File: src/rtl/fp16_normalizer_if.sv
// Handshake bundle between the sign/op resolution stage, the FP16 normalizer and its consumer.
interface fp16_normalizer_if #(
  parameter int EXP_W = 5,
  parameter int MAN_W = 10
);
  logic                   in_valid;
  logic                   in_ready;
  logic [MAN_W+1:0]       mant_in;
  logic [EXP_W-1:0]       exp_in;
  logic                   sign_in;
  logic                   op_in;
  logic                   out_valid;
  logic                   out_ready;
  logic [EXP_W+MAN_W:0]   result;
  logic                   overflow;
  logic                   underflow;

  modport master (
    output in_valid, mant_in, exp_in, sign_in, op_in, out_ready,
    input  in_ready, out_valid, result, overflow, underflow
  );

  modport slave (
    input  in_valid, mant_in, exp_in, sign_in, op_in, out_ready,
    output in_ready, out_valid, result, overflow, underflow
  );
endinterface

File: src/rtl/fp16_normalizer.sv
// Post-add/sub normalization: one right shift on carry-out, iterative left shifts on cancellation,
// then truncating pack into {sign, exp, frac} with overflow/underflow flags.
module fp16_normalizer #(
  parameter int EXP_W = 5,
  parameter int MAN_W = 10
) (
  input  logic               clk,
  input  logic               rst,
  fp16_normalizer_if.slave   bus
);
  typedef enum logic [2:0] {IDLE, EVAL, SHIFT, PACK, DONE} state_t;

  // Exponent carries one extra bit so the all-ones (infinity) code is seen before packing.
  localparam logic [EXP_W:0] E_ONE = (EXP_W+1)'(1);
  localparam logic [EXP_W:0] E_MAX = {1'b0, {EXP_W{1'b1}}};

  state_t               state;
  logic [MAN_W+1:0]     m;
  logic [EXP_W:0]       e;
  logic                 s;
  logic                 op;
  logic                 ovf;
  logic                 zro;
  logic                 in_ready_q;
  logic                 out_valid_q;
  logic [EXP_W+MAN_W:0] result_q;
  logic                 overflow_q;
  logic                 underflow_q;

  logic [EXP_W:0]       e_inc;
  logic [EXP_W:0]       e_dec;
  logic [MAN_W+1:0]     m_shl;

  assign e_inc = e + E_ONE;
  assign e_dec = e - E_ONE;
  assign m_shl = m << 1;

  always_ff @(posedge clk) begin
    if (rst) begin
      state       <= IDLE;
      m           <= '0;
      e           <= '0;
      s           <= 1'b0;
      op          <= 1'b0;
      ovf         <= 1'b0;
      zro         <= 1'b0;
      in_ready_q  <= 1'b1;
      out_valid_q <= 1'b0;
      result_q    <= '0;
      overflow_q  <= 1'b0;
      underflow_q <= 1'b0;
    end else begin
      case (state)
        IDLE: if (bus.in_valid && in_ready_q) begin
          m          <= bus.mant_in;
          e          <= (bus.exp_in == '0) ? E_ONE : {1'b0, bus.exp_in};
          s          <= bus.sign_in;
          op         <= bus.op_in;
          ovf        <= 1'b0;
          zro        <= 1'b0;
          in_ready_q <= 1'b0;
          state      <= EVAL;
        end
        EVAL: begin
          if (m == '0) begin
            // Exact cancellation yields +0; a true zero sum keeps its sign.
            if (op) s <= 1'b0;
            zro   <= 1'b1;
            state <= PACK;
          end else if (m[MAN_W+1]) begin
            m     <= m >> 1;
            e     <= e_inc;
            ovf   <= (e_inc == E_MAX);
            state <= PACK;
          end else if (m[MAN_W]) begin
            state <= PACK;
          end else begin
            state <= SHIFT;
          end
        end
        SHIFT: begin
          if (e == E_ONE) begin
            state <= PACK;
          end else begin
            m <= m_shl;
            e <= e_dec;
            if (m_shl[MAN_W] || e_dec == E_ONE) state <= PACK;
          end
        end
        PACK: begin
          out_valid_q <= 1'b1;
          overflow_q  <= 1'b0;
          underflow_q <= 1'b0;
          if (zro) begin
            result_q <= {s, {(EXP_W+MAN_W){1'b0}}};
          end else if (ovf) begin
            result_q   <= {s, {EXP_W{1'b1}}, {MAN_W{1'b0}}};
            overflow_q <= 1'b1;
          end else if (m[MAN_W]) begin
            result_q <= {s, e[EXP_W-1:0], m[MAN_W-1:0]};
          end else begin
            result_q    <= {s, {EXP_W{1'b0}}, m[MAN_W-1:0]};
            underflow_q <= 1'b1;
          end
          state <= DONE;
        end
        DONE: if (bus.out_ready) begin
          out_valid_q <= 1'b0;
          in_ready_q  <= 1'b1;
          state       <= IDLE;
        end
        default: state <= IDLE;
      endcase
    end
  end

  assign bus.in_ready  = in_ready_q;
  assign bus.out_valid = out_valid_q;
  assign bus.result    = result_q;
  assign bus.overflow  = overflow_q;
  assign bus.underflow = underflow_q;
endmodule

File: src/flat_wrapper.sv
// flat-port wrapper written by rule: the top's interface ports become plain ports
module fp16_normalizer_flat 
#(
  parameter int EXP_W = 5,
  parameter int MAN_W = 10
)
  (clk, rst, bus_in_valid, bus_mant_in, bus_exp_in, bus_sign_in, bus_op_in, bus_out_ready, bus_in_ready, bus_out_valid, bus_result, bus_overflow, bus_underflow);
  fp16_normalizer_if #(.EXP_W(EXP_W), .MAN_W(MAN_W)) bus_i ();
  input  logic clk;
  input  logic rst;
  input wire logic [$bits(bus_i.in_valid)-1:0] bus_in_valid;
  input wire logic [$bits(bus_i.mant_in)-1:0] bus_mant_in;
  input wire logic [$bits(bus_i.exp_in)-1:0] bus_exp_in;
  input wire logic [$bits(bus_i.sign_in)-1:0] bus_sign_in;
  input wire logic [$bits(bus_i.op_in)-1:0] bus_op_in;
  input wire logic [$bits(bus_i.out_ready)-1:0] bus_out_ready;
  output wire logic [$bits(bus_i.in_ready)-1:0] bus_in_ready;
  output wire logic [$bits(bus_i.out_valid)-1:0] bus_out_valid;
  output wire logic [$bits(bus_i.result)-1:0] bus_result;
  output wire logic [$bits(bus_i.overflow)-1:0] bus_overflow;
  output wire logic [$bits(bus_i.underflow)-1:0] bus_underflow;
  assign bus_i.in_valid = bus_in_valid;
  assign bus_i.mant_in = bus_mant_in;
  assign bus_i.exp_in = bus_exp_in;
  assign bus_i.sign_in = bus_sign_in;
  assign bus_i.op_in = bus_op_in;
  assign bus_i.out_ready = bus_out_ready;
  assign bus_in_ready = bus_i.in_ready;
  assign bus_out_valid = bus_i.out_valid;
  assign bus_result = bus_i.result;
  assign bus_overflow = bus_i.overflow;
  assign bus_underflow = bus_i.underflow;
  fp16_normalizer #(.EXP_W(EXP_W), .MAN_W(MAN_W)) u_core (.clk(clk), .rst(rst), .bus(bus_i));
endmodule
File: config.mk
export PLATFORM = sky130hd
export DESIGN_NAME = fp16_normalizer_flat
export DESIGN_NICKNAME = d
export VERILOG_FILES = /design/src/rtl/fp16_normalizer_if.sv /design/src/rtl/fp16_normalizer.sv /design/src/flat_wrapper.sv
export SDC_FILE = /design/constraint.sdc
export NUM_CORES = 1
export LEC_CHECK = 0
export BUFFER_PORTS_ARGS = -buffer_cell sky130_fd_sc_hd__clkbuf_2
export CELL_PAD_IN_SITES_DETAIL_PLACEMENT = 0
export CELL_PAD_IN_SITES_GLOBAL_PLACEMENT = 2
export CORE_MARGIN = 2
export CORE_UTILIZATION = 36
export CTS_CLUSTER_SIZE = 40
export DETAILED_ROUTE_END_ITERATION = 16
export PLACE_DENSITY = 0.85
export SETUP_SLACK_MARGIN = 0.5
export SYNTH_ARGS = -nofsm -noshare
export SYNTH_HDL_FRONTEND = slang
export SYNTH_SLANG_ARGS = --single-unit
File: constraint.sdc
create_clock -name clk -period 5.65 [get_ports clk]
set_clock_uncertainty 0.2 [all_clocks]
set_input_delay 0.2825 -clock clk [delete_from_list [all_inputs] [get_ports clk]]
set_output_delay 0.2825 -clock clk [all_outputs]
set_load 0.05 [all_outputs]
==> impl_metrics.json <==
{
  "drc": 0,
  "via_per_inst": 5.854,
  "num_vias": 2207,
  "syn-num-nets": 300,
  "dp_slack_ps": 2928,
  "ys_ff_latch": 45,
  "slew_viol_final": 0,
  "yosysMostFrequentCell": "dfxtp_1",
  "fp.coreArea_um2": 6350,
  "cp_top_family": "compound AO/OA/AOI/OAI gates",
  "grt_usage_pct": 18.25,
  "synthArstFlopShare_pct": 0,
  "drtIter0Drc": 123,
  "end_kind": "flop",
  "tightest_slew_ps": 935.8,
  "nFillCells": 652,
  "drtAntennaViolNets": 0,
  "hold_viol_final": 0,
  "cp-startpoint": "u_core.state[0]",
  "worstHoldPathType": "input port to flop",
  "worst-path-buf-inv": 0,
  "ys_top_cells_by_count": "45 x dfxtp_1, 37 x nand2_1, 21 x a21oi_1",
  "numCtsBuffers": 5,
  "syn2layout_area_growth_pct": 13.03,
  "cap_violations": 0,
  "post-route-period-util_pct": 48.74,
  "power_leakage_nw": 1.032,
  "hold_start": "bus_op_in",
  "post_cts_buffers": 0,
  "powerDensity_nw_per_um2": 534.6,
  "dr.pass1.iters": 4,
  "numPortBuffers": 42,
  "gp_congestion": 0.8489,
  "antenna_found_initial": 0,
  "synthesis.area_um2": 2371,
  "ir_worst_vdd_mv": 0.2080,
  "h-tree-depth": 2,
  "reg2reg_from": "u_core.state[0]",
  "overflow": 0,
  "finalPower_mw": 1.433,
  "arrival_ps": 2780,
  "crit_chain": "nand2b_1 > a31oi_1 > o21bai_1 > o21ai_0 > a21oi_1",
  "holdWs_ps": 31.41,
  "final_nets": 328,
  "start_util_pct": 37.34,
  "finalWirelength_mm": 6.320,
  "cp_max_fo": 14,
  "fin_setup_tns_ps": 0,
  "cts_root_buf": "clkbuf_8",
  "rows": 29,
  "cts_resized": 0,
  "cts_tree": "done",
  "die_y_um": 85.16,
  "synth.largest_area_cell": "dfxtp_1",
  "rsz0062_at_grt": "false",
  "syn-mean-instance-area_um2": 8.717,
  "grt_max_degree": 38,
  "synthFlopType": "dfxtp_1",
  "setup_violations": 0,
  "ys_warn_count": 0,
  "cts-hold-fix-buffers": 0,
  "synth_seq_area_share_pct": 37.99,
  "synth_cells": 272,
  "diodes": 0,
  "io_pins": 43,
  "grt_pass1_vias": 2119,
  "dp_hpwl_mm": 4.367,
  "critPathLaunchType": "flop",
  "clk_path_buf_depth": 2,
  "cpMaxStageDelayCell": "o21bai_1",
  "synth_area_leaders": "dfxtp_1 38%, nand2_1 5.9%, o221ai_1 4.8%",
  "die-area_um2": 7251,
  "required_ps": 5670,
  "finalCriticalPeriod_ps": 2754,
  "dieWidth_um": 85.16,
  "worst_slack_ps": 2896,
  "grt_pass1_wl_mm": 10.67,
  "slew_headroom_pct": 37.09,
  "clk_latency_ps": 290,
  "fmax_ghz": 0.3631,
  "synth_top_area_share_pct": 37.99,
  "worstSetupPathType": "flop to flop",
  "cp_slowest_stage_delay_ps": 740,
  "avgRoutedWirePerCell_um": 16.76,
  "outcome": "finished, final reports clean",
  "ys_types": 60,
  "drive_gt1_share_pct": 20.67,
  "path_clk_slew_ps": 90,
  "synth_edf_count": 0,
  "cts_sinks": 45
}
==> worst min-delay path: stages <==
cell and delay (ps):
clkbuf_2 70, mux2i_1 50, nor2_1 70
==> flip-flops by register name, summed over array words and instances, names as in the netlist <==
signal and flops:
u_core.s 1, u_core.op 1, u_core.bus.underflow 1, u_core.ovf 1, u_core.e 6, u_core.m 12
u_core.zro 1, u_core.bus.result 16, u_core.bus.out_valid 1, u_core.bus.in_ready 1, u_core.state 3, u_core.bus.overflow 1
==> power by group <==
group / switching (mW) / internal [mW]
registers: 0.168 / 0.393
logic: 0.379 / 0.257
clock network: 0.107 / 0.129
total: 0.654 / 0.778
==> per-stage QoR <==
step                cells  util [%]  instance area, µm²
detailed placement    370     40.57                2576
floorplan             272         -                2371
global placement      370     40.57                2576
finish                377     42.21                2680
CTS                   377     42.21                2680
global route          377     42.21                2680
==> cell type report <==
| class | instances | area, µm² | share of cell area (%) |
|---|---|---|---|
| well taps | 77 | 96.34 | 3.595 |
| clock buffers | 5 | 68.82 | 2.568 |
| clock inverters | 2 | 35.03 | 1.307 |
| flip-flops and latches | 45 | 900.9 | 33.61 |
| inverters | 7 | 26.28 | 0.9804 |
| repair buffers | 43 | 217.7 | 8.123 |
| multi-input cells | 198 | 1335 | 49.81 |
==> metal layers <==
layer,wire [µm],GRT usage [%],up-vias,share of wire [%]
met4,82,6.926,0,1.3
met2,2811,26.92,64,44
met5,0,0,-,0
met3,325,3.210,6,5.1
met1,3100,26.51,1050,49
li1,-,-,1087,-
==> cells by family after synthesis <==
kind of cell,share of synthesized area (%)
AO/OA/AOI/OAI,32.03
AND/OR/NAND/NOR,20.42
flip-flops,37.99
XOR/XNOR,0.3695
buffers and inverters,5.699
adder cells (fa/ha/maj),2.639
multiplexers,0.8444
==> placed cells by master, fill, tap and decap left out, types with 5 or more instances in the layout <==
cell      Yosys  routed
clkbuf_8      0       5
o22a_1        9       9
a31oi_1       8       8
a22o_1       10      10
a21oi_1      21      21
o21ai_0       8       8
nor2_1       18      18
ha_1          5       5
clkbuf_2      0      42
nand2_1      37      37
inv_1         7       7
dfxtp_1      45      45
o221ai_1     13      13
==> path summary, 6_finish.rpt <==
| check | endpoint | slack, ps | cells past startpoint |
|---|---|---|---|
| worst max-delay path | u_core.e[5] | 2900 | 5 |
| worst min register to register | u_core.bus.overflow | 260 | 2 |
| worst max register to register | u_core.e[5] | 2900 | 5 |
| worst min-delay path | u_core.op | 30 | 3 |
No activity file was read; power rests on OpenSTA's default activity.
